[config.mk]
export PLATFORM = sky130hd
export DESIGN_NAME = alu_md
export DESIGN_NICKNAME = d
export VERILOG_FILES = /design/src/rtl/alu_md.sv
export SDC_FILE = /design/constraint.sdc
export NUM_CORES = 1
export LEC_CHECK = 0
export BUFFER_PORTS_ARGS = -buffer_cell sky130_fd_sc_hd__buf_4
export CAP_MARGIN = 25
export CORE_AREA = 3 3 221 277
export DETAILED_ROUTE_END_ITERATION = 10
export DIE_AREA = 0 0 224 280
export PLACE_DENSITY = 0.59
export SLEW_MARGIN = 10
export SYNTH_ARGS = -nofsm -noshare
export SYNTH_HDL_FRONTEND = slang
export SYNTH_SLANG_ARGS = --single-unit
[constraint.sdc]
create_clock -name clk -period 8.9 [get_ports clk]
set_clock_uncertainty 0.2 [all_clocks]
set_input_delay 0.445 -clock clk [delete_from_list [all_inputs] [get_ports clk]]
set_output_delay 0.445 -clock clk [all_outputs]
set_load 0.03 [all_outputs]
[src/rtl/alu_md.sv]
// Integer ALU with iterative RISC-V M-extension multiply/divide.
// Base ops finish in one cycle; MUL/DIV retire one bit per cycle.
module alu_md #(
    parameter int XLEN = 32
) (
    input  logic            clk,
    input  logic            rst_n,
    input  logic            in_valid,
    output logic            in_ready,
    input  logic [4:0]      op,
    input  logic            imm_en,
    input  logic [XLEN-1:0] a,
    input  logic [XLEN-1:0] b,
    input  logic [XLEN-1:0] imm,
    output logic            out_valid,
    input  logic            out_ready,
    output logic [XLEN-1:0] result,
    output logic            flag_n,
    output logic            flag_z,
    output logic            flag_c,
    output logic            busy
);

    localparam int LG = $clog2(XLEN);
    localparam logic [1:0] S_IDLE = 2'd0;
    localparam logic [1:0] S_MUL  = 2'd1;
    localparam logic [1:0] S_DIV  = 2'd2;
    localparam logic [1:0] S_DONE = 2'd3;
    localparam logic [LG-1:0]   CNT_LAST = LG'(XLEN - 1);
    localparam logic [XLEN-1:0] MIN_NEG  = {1'b1, {(XLEN-1){1'b0}}};

    logic [1:0]      state_q, state_d;
    logic [LG-1:0]   cnt_q, cnt_d;
    logic [XLEN-1:0] acc_q, acc_d;
    logic [XLEN-1:0] lo_q, lo_d;
    logic [XLEN-1:0] opnd_q, opnd_d;
    logic [1:0]      sub_q, sub_d;
    logic            negq_q, negq_d;
    logic            negr_q, negr_d;
    logic [XLEN-1:0] res_q, res_d;
    logic            fn_q, fn_d;
    logic            fz_q, fz_d;
    logic            fc_q, fc_d;

    logic            accept;
    logic [XLEN-1:0] op2, add_rhs;
    logic [XLEN:0]   add_sum;
    logic            is_sub;
    logic [LG-1:0]   shamt;
    logic            is_m, is_mul, is_div, is_rem;
    logic            a_neg, b_neg, div_zero, div_ovf, go_iter;
    logic            mul_sa, mul_sb, div_s;
    logic [XLEN-1:0] a_abs, b_abs;
    logic [XLEN-1:0] fast_res;
    logic            fast_c;

    logic [XLEN:0]     mul_sum;
    logic [XLEN:0]     div_sh;
    logic [XLEN+1:0]   div_diff;
    logic              div_ge;
    logic [XLEN-1:0]   acc_n, lo_n;
    logic [2*XLEN-1:0] prod, prod_s;
    logic [XLEN-1:0]   quo_s, rem_s, iter_res;

    logic            ld_res, new_c;
    logic [XLEN-1:0] new_res;

    assign in_ready  = (state_q == S_IDLE) || (state_q == S_DONE && out_ready);
    assign accept    = in_valid && in_ready;
    assign out_valid = (state_q == S_DONE);
    assign busy      = (state_q == S_MUL) || (state_q == S_DIV);
    assign result    = res_q;
    assign flag_n    = fn_q;
    assign flag_z    = fz_q;
    assign flag_c    = fc_q;

    // SUB with an immediate operand degrades to ADD
    assign op2     = imm_en ? imm : b;
    assign is_sub  = (op == 5'd1) && !imm_en;
    assign add_rhs = is_sub ? ~op2 : op2;
    assign add_sum = {1'b0, a} + {1'b0, add_rhs} + {{XLEN{1'b0}}, is_sub};
    assign shamt   = op2[LG-1:0];

    assign is_m     = op[4] & ~op[3];
    assign is_mul   = is_m & ~op[2];
    assign is_div   = is_m & op[2];
    assign is_rem   = op[1];
    assign div_s    = ~op[0];
    assign mul_sa   = op[0] ^ op[1];
    assign mul_sb   = op[0] & ~op[1];
    assign a_neg    = a[XLEN-1];
    assign b_neg    = b[XLEN-1];
    assign a_abs    = a_neg ? -a : a;
    assign b_abs    = b_neg ? -b : b;
    assign div_zero = (b == '0);
    assign div_ovf  = div_s && (a == MIN_NEG) && (b == '1);
    assign go_iter  = is_mul | (is_div & ~div_zero & ~div_ovf);

    always_comb begin
        fast_res = '0;
        fast_c   = 1'b0;
        case (op)
            5'd0, 5'd1: begin
                fast_res = add_sum[XLEN-1:0];
                fast_c   = add_sum[XLEN];
            end
            5'd2: fast_res = a << shamt;
            5'd3: fast_res = {{(XLEN-1){1'b0}}, $signed(a) < $signed(op2)};
            5'd4: fast_res = {{(XLEN-1){1'b0}}, a < op2};
            5'd5: fast_res = a ^ op2;
            5'd6: fast_res = a >> shamt;
            5'd7: fast_res = $signed(a) >>> shamt;
            5'd8: fast_res = a | op2;
            5'd9: fast_res = a & op2;
            5'd20, 5'd21, 5'd22, 5'd23: begin
                if (div_zero) fast_res = is_rem ? a : '1;
                else          fast_res = is_rem ? '0 : a;
            end
            default: fast_res = '0;
        endcase
    end

    // Shift-add multiply and restoring divide share acc/lo
    assign mul_sum  = {1'b0, acc_q} + {1'b0, lo_q[0] ? opnd_q : '0};
    assign div_sh   = {acc_q, lo_q[XLEN-1]};
    assign div_diff = {1'b0, div_sh} - {2'b0, opnd_q};
    assign div_ge   = ~(div_diff[XLEN+1] | div_diff[XLEN]);

    always_comb begin
        if (state_q == S_MUL) begin
            acc_n = mul_sum[XLEN:1];
            lo_n  = {mul_sum[0], lo_q[XLEN-1:1]};
        end else begin
            acc_n = div_ge ? div_diff[XLEN-1:0] : div_sh[XLEN-1:0];
            lo_n  = {lo_q[XLEN-2:0], div_ge};
        end
    end

    assign prod   = {acc_n, lo_n};
    assign prod_s = negq_q ? -prod : prod;
    assign quo_s  = negq_q ? -lo_n : lo_n;
    assign rem_s  = negr_q ? -acc_n : acc_n;

    always_comb begin
        if (state_q == S_MUL)
            iter_res = (sub_q == 2'd0) ? prod_s[XLEN-1:0] : prod_s[2*XLEN-1:XLEN];
        else
            iter_res = sub_q[1] ? rem_s : quo_s;
    end

    always_comb begin
        state_d = state_q;
        cnt_d   = cnt_q;
        acc_d   = acc_q;
        lo_d    = lo_q;
        opnd_d  = opnd_q;
        sub_d   = sub_q;
        negq_d  = negq_q;
        negr_d  = negr_q;
        res_d   = res_q;
        fn_d    = fn_q;
        fz_d    = fz_q;
        fc_d    = fc_q;
        ld_res  = 1'b0;
        new_res = '0;
        new_c   = 1'b0;
        case (state_q)
            S_MUL, S_DIV: begin
                acc_d = acc_n;
                lo_d  = lo_n;
                cnt_d = cnt_q + LG'(1);
                if (cnt_q == CNT_LAST) begin
                    state_d = S_DONE;
                    cnt_d   = '0;
                    ld_res  = 1'b1;
                    new_res = iter_res;
                end
            end
            default: begin
                if (accept) begin
                    if (go_iter) begin
                        state_d = is_mul ? S_MUL : S_DIV;
                        cnt_d   = '0;
                        acc_d   = '0;
                        sub_d   = op[1:0];
                        if (is_mul) begin
                            lo_d   = mul_sb ? b_abs : b;
                            opnd_d = mul_sa ? a_abs : a;
                            negq_d = (mul_sa & a_neg) ^ (mul_sb & b_neg);
                            negr_d = 1'b0;
                        end else begin
                            lo_d   = div_s ? a_abs : a;
                            opnd_d = div_s ? b_abs : b;
                            negq_d = div_s & (a_neg ^ b_neg);
                            negr_d = div_s & a_neg;
                        end
                    end else begin
                        state_d = S_DONE;
                        ld_res  = 1'b1;
                        new_res = fast_res;
                        new_c   = fast_c;
                    end
                end else if (state_q == S_DONE && out_ready) begin
                    state_d = S_IDLE;
                end
            end
        endcase
        if (ld_res) begin
            res_d = new_res;
            fn_d  = new_res[XLEN-1];
            fz_d  = (new_res == '0);
            fc_d  = new_c;
        end
    end

    always_ff @(posedge clk or negedge rst_n) begin
        if (!rst_n) begin
            state_q <= S_IDLE;
            cnt_q   <= '0;
            acc_q   <= '0;
            lo_q    <= '0;
            opnd_q  <= '0;
            sub_q   <= '0;
            negq_q  <= 1'b0;
            negr_q  <= 1'b0;
            res_q   <= '0;
            fn_q    <= 1'b0;
            fz_q    <= 1'b0;
            fc_q    <= 1'b0;
        end else begin
            state_q <= state_d;
            cnt_q   <= cnt_d;
            acc_q   <= acc_d;
            lo_q    <= lo_d;
            opnd_q  <= opnd_d;
            sub_q   <= sub_d;
            negq_q  <= negq_d;
            negr_q  <= negr_d;
            res_q   <= res_d;
            fn_q    <= fn_d;
            fz_q    <= fz_d;
            fc_q    <= fc_d;
        end
    end

endmodule

Word-level counts from Yosys, hierarchy flattened:

Index checks and enable logic that the tools add are counted.

* register bits after elaboration: 142
* input port bits: 106

* order comparisons: 2
* bitwise logic cells: 27
* eq/ne operators: 20
* mux-type cells: 54
* reductions and logical operators: 22
* add/subtract/negate cells: 10
* shift-type cells: 3

Operators with widths (count)
* $mux 32: 32
* $pmux 32 s10: 1
* $neg 32->32: 4
* $add 32x32->33: 2
* $eq 32x32->1 const B: 2
* $logic_not 32->1: 2
* $lt 32x32->1: 2
* $mux 64: 1
* $neg 64->64: 1
* $sub 33x32->34: 1
* $add 33x1->33: 1
* $and 32x32->32: 1
* $not 32->32: 1
* $or 32x32->32: 1
* $shl 32x5->32: 1
* $shr 32x5->32: 1
* $sshr 32x5->32: 1
* $xor 32x32->32: 1
* $eq 5x5->1 const B: 5
* $eq 5x3->1 const B: 4
* $mux 5: 4
* $mux 2: 6
* $and 1x1->1: 10
* $eq 5x2->1 const B: 2
* other kinds (21): 51

Depth between registers and ports, before layout:

* depth after elaboration: 11
* mapped depth: 30

Worst setup path before layout:

Ideal clock, no wire load.

* kind: reg2reg
* start: register lo_q[31]
* end: register fz_q (netlist: flag_z)
* data arrival time: 6933 ps
* slack: 1701 ps
* path buffers: 1
* clock period less this slack: 7199 ps
* setup time: 66 ps
* cell stages (with the launch flop): 29
* path through: dfrtp_1 inv_1 ha_1 inv_1 fa_1 a211o_1 a211oi_2 o22a_2 nor3_1 nor4_2 buf_6 nor4_2 nor2_1 ha_1 o211ai_1 or3_1 or3_1 or3_4 nor2_1 and2_1 a211oi_1 o21ai_1 or4b_1 or4_1 or4_1 nor4_1 nand4_1 nor4_2 a22o_1

* longest elaborated chain between the ends: 11

Ends and longest elaborated chain
* from (decl): line 35 `logic [XLEN-1:0] lo_q, lo_d;`
* from (signal assigned): line 234 `lo_q <= lo_d;`
* $sub 33x32->34: line 126 `assign div_diff = {1'b0, div_sh} - {2'b0, opnd_q};`
* $or 1x1->1: line 127 `assign div_ge = ~(div_diff[XLEN+1] | div_diff[XLEN]);`
* $mux 32 / $not 1->1 (equally long branches): line 134, 127
* $mux 32: line 130 `if (state_q == S_MUL) begin`
* $neg 64->64, or another cell as far along: line 140 `assign prod_s = negq_q ? -prod : prod;`
* $mux 64, or another cell as far along: line 140
* $mux 32 (on tied branches): line 146, 148
* $mux 32 (*): line 145 `if (state_q == S_MUL)`
* $mux 32 (*): line 172 `if (cnt_q == CNT_LAST) begin`
* $mux 32 (*): line 167 `case (state_q)`
* $logic_not 32->1 (*): line 211 `fz_d = (new_res == '0);`
* to (signal assigned): line 241 `fz_q <= fz_d;`
* to (decl): line 42 `logic fz_q, fz_d;`

Mark *: on every way between the ends. The rest lies on a longest branch, timed or not.
A chain may end at the register's enable or synchronous reset.

Worst setup path in the final report:

* start: register acc_q[19]
* end: register fz_q (netlist: flag_z)

* longest elaborated chain between the ends: 11

Ends and longest elaborated chain
* from (decl): line 34 `logic [XLEN-1:0] acc_q, acc_d;`
* from (signal assigned): line 220 `acc_q <= '0;`
* from (signal assigned): line 233 `acc_q <= acc_d;`
* $sub 33x32->34: line 126
* $or 1x1->1: line 127
* $mux 32 / $not 1->1 (equally long branches): line 134, 127
* $mux 32: line 130
* $neg 64->64, or another cell as far along: line 140
* $mux 64, or another cell as far along: line 140
* $mux 32 (on tied branches): line 146, 148
* $mux 32 (*): line 145
* $mux 32 (*): line 172
* $mux 32 (*): line 167
* $logic_not 32->1 (*): line 211

Marked as above.

==> results by group <==
Run
  • Max capacitance violation total: 0

Floorplanning
  • Core ar.: 58,600 um^2
  • Ports: 144
  • Die height: 280 um
  • Die area: 62,700 um^2
  • Num rows: 99
  • Starting Density: 45.0%
  • Chip width: 224 um

Logic synthesis
  • Synth Flop Type: dfrtp_1
  • #FFs+latches synth: 141
  • Post-synth EDFFs: 0
  • Synth Warn #: 0
  • Post-synthesis async set-or-reset flop share: 100%
  • Cell area after synthesis: 26,400 um^2
  • Yosys cell types: 98
  • Syn Nets: 4,088
  • Cell count after synthesis: 3,744
  • Sequential area share after synthesis: 13.4%
  • Mean Syn Cell Area: 7.05 um^2

Timing
  • Tmin final: 8.18 ns
  • Final setup margin: 0.717 ns
  • Hold Violations, Final: 0
  • Worst-Margin Slew: 1.16 ns
  • Final TNS setup: 0 ns
  • Setup repair after global routing missed its margin: no
  • Slew headroom: 22.6%
  • Final setup fails: 0
  • Max frequency: 0.122 GHz
  • Fin crit share: 91.9%
  • Max-slew violations: 0

Drt
  • Met2 wire len: 62,300 um
  • ANT nets after route: 0
  • Via count: 29,683
  • WL met1: 46,100 um
  • Final wirelength: 129,000 um
  • Starting DRT DRC Count: 2,777
  • Vias per cell: 6.61
  • Pre-antenna DRT Iters: 8
  • Met3 WL post-DR: 8230 um
  • Avg WL per Cell: 28.7 um
  • DRC: 0
  • Top Metal Used: met4

Final layout
  • Diodes inserted: 0
  • Most frequent cells in the layout: 410 x nand2_1, 373 x nor2_1, 328 x o21ai_0, 304 x a21oi_1, 233 x ha_1
  • Post-route insts no fill: 4,490
  • Commonest non-fill, non-tap cell in the layout: nand2_1
  • Layout area overhead: 8.77%
  • Finished Cell Area: 28,700 um^2
  • Final nets: 4,064
  • Share of layout cells above drive strength 1: 9.94%

Pwr
  • Peak supply drop: 0.225 mV
  • Leak: 12.2 nW
  • Power density cells: 347 nW/um^2

Clock tree
  • Clock slew at reported path FFs: 0.07 ns
  • Clk Tree Root Cell: clkbuf_16
  • CTS sink cnt: 141
  • Maximum buffer depth of the clock tree: 2
  • CTS tree: done
  • Number of buffers created by CTS: 17
  • H-tree depth: 4
  • PostCTS Resize Cnt: 0
  • Clk_lat worst skew: 0.45 ns
  • Hold-fix buffers at CTS: 1
  • Setup bufs post-CTS: 0

Place
  • I/O Buffers: 143
  • Gpl congestion: 1.04
  • Post-DP Area: 28,100 um^2
  • Worst slack, placed: 0.984 ns
  • DP Cell Count: 4,454
  • Post-DP HPWL: 101,000 um

Global route
  • Global route total overflow: 0
  • Initial antenna violation count: 2
  • Vias in the first global route: 28,819
  • Largest net degree at the start of global routing: 83
  • Tot GR Track Use: 39.9%
  • First-pass GRT wire length: 188,000 um

Critical path
  • CP Cell Sequence: ha_1, a21oi_1, o21ai_1, a211o_1, a22oi_2, and2_4, nor4_2, nor2_1, ha_1, o211ai_1, or3_1, or3_1, or3_4, nor2_1, and2_1, a211oi_1, o21ai_1, or4b_1, or4_1, or4_1, nor4_1, nand4_1, nor4_2, a22o_1
  • CP peak stage delay: 0.53 ns
  • Worst Path Arrival: 8.37 ns
  • Critical-path top delay cell: or4_1
  • CP top delay family: simple AND/OR/NAND/NOR gates
  • Setup CP Type: flop to flop
  • CP max FO: 24
  • Crit. End Element: flop
  • Bufs and invs on worst path: 0
  • Startpoint types: flop
  • Worst path required time: 9.09 ns

Status
  • Outcome: finished clean

Worst hold path
  • HP Class: primary input to flop
-- where the power goes --
part	total [mW]	switching (mW)	internal, mW
registers	1.26	0.311	0.950
logic	7.98	5.34	2.65
clock network	0.706	0.322	0.383
-- per-stage QoR --
| step | utilization, % | total power, mW | hold WS, ns |
|---|---|---|---|
| after floorplan | - | 6.46 | -0.0506 |
| after global placement | 47.9 | 9.04 | 0.264 |
| after detailed placement | 48.0 | 9.02 | 0.267 |
| after CTS | 48.9 | 9.76 | 0.0645 |
| after global routing | 49.0 | 10.6 | 0.0903 |
| final | 49.0 | 9.95 | 0.0739 |
-- worst min-delay path, stage by stage --
cell	delay (ns)
buf_4	0.11
nand3_1	0.06
a21oi_1	0.06
-- final timing paths --
check | start | end | slack (ns) | cells past startpoint
worst min-delay path | in_valid | state_q[0] | 0.07 | 3
min in group asynchronous | rst_n | result[19] | 0.39 | 2
worst min register to register | flag_c | flag_c | 0.28 | 1
worst max register to register | acc_q[19] | flag_z | 0.72 | 24
max in group asynchronous | rst_n | cnt_q[1] | 6.75 | 3
worst max-delay path | acc_q[19] | flag_z | 0.72 | 24
-- area by class of cell --
cell class	count	area, um^2
Clock inverter	14	120
Timing Repair Buffer	237	1780
Clock buffer	18	429
Tap cell	757	947
Fill cell	6179	29900
Multi-Input combinational cell	3167	21300
Sequential cell	141	3530
Inverter	156	586
-- state kept, by name (all words and copies together), names as in the netlist --
register	count
acc_q	32
cnt_q	5
flag_c	1
flag_z	1
lo_q	32
negq_q	1
negr_q	1
opnd_q	32
result	32
state_q	2
sub_q	2
-- synth_stat cells (all sizes together) (20+ instances only) --
cell	instances	share of area, %
nand2	411	5.8
mux2i	162	6.1
nor2	374	5.3
a21o	50	1.4
a221oi	25	0.92
nor3	101	1.9
clkbuf	211	3.0
xnor2	129	4.3
o22ai	29	0.69
a22oi	34	0.99
nor2b	22	0.52
dfrtp	141	13
mux4	24	2.0
a31oi	47	1.1
o221ai	23	0.76
a211oi	79	2.3
inv	153	2.2
xor2	100	3.3
and3	24	0.57
o211ai	54	1.5
buf	69	1.2
and2	57	1.4
a21oi	306	5.8
o21ai	339	6.4
nand4	43	1.0
nand3	81	1.5
nand2b	30	0.71
nor4	39	1.1
ha	235	11
or3	40	0.97
o21bai	20	0.57
o31ai	43	1.3
-- routing by layer --
metal,vias up,global-route usage (%)
li1,13621,-
met1,14215,43.7
met2,1407,69.8
met3,440,5.38
met4,0,31.1
met5,-,0
-- cell families after synthesis --
kind of cell / share of synthesized area, %
adder cells (fa/ha/maj): 11.4
flip-flops: 13.4
AO/OA/AOI/OAI: 29.3
buffers and inverters: 6.43
AND/OR/NAND/NOR: 22.9
multiplexers: 8.96
XOR/XNOR: 7.60
(Power assumes the default switching activity.)
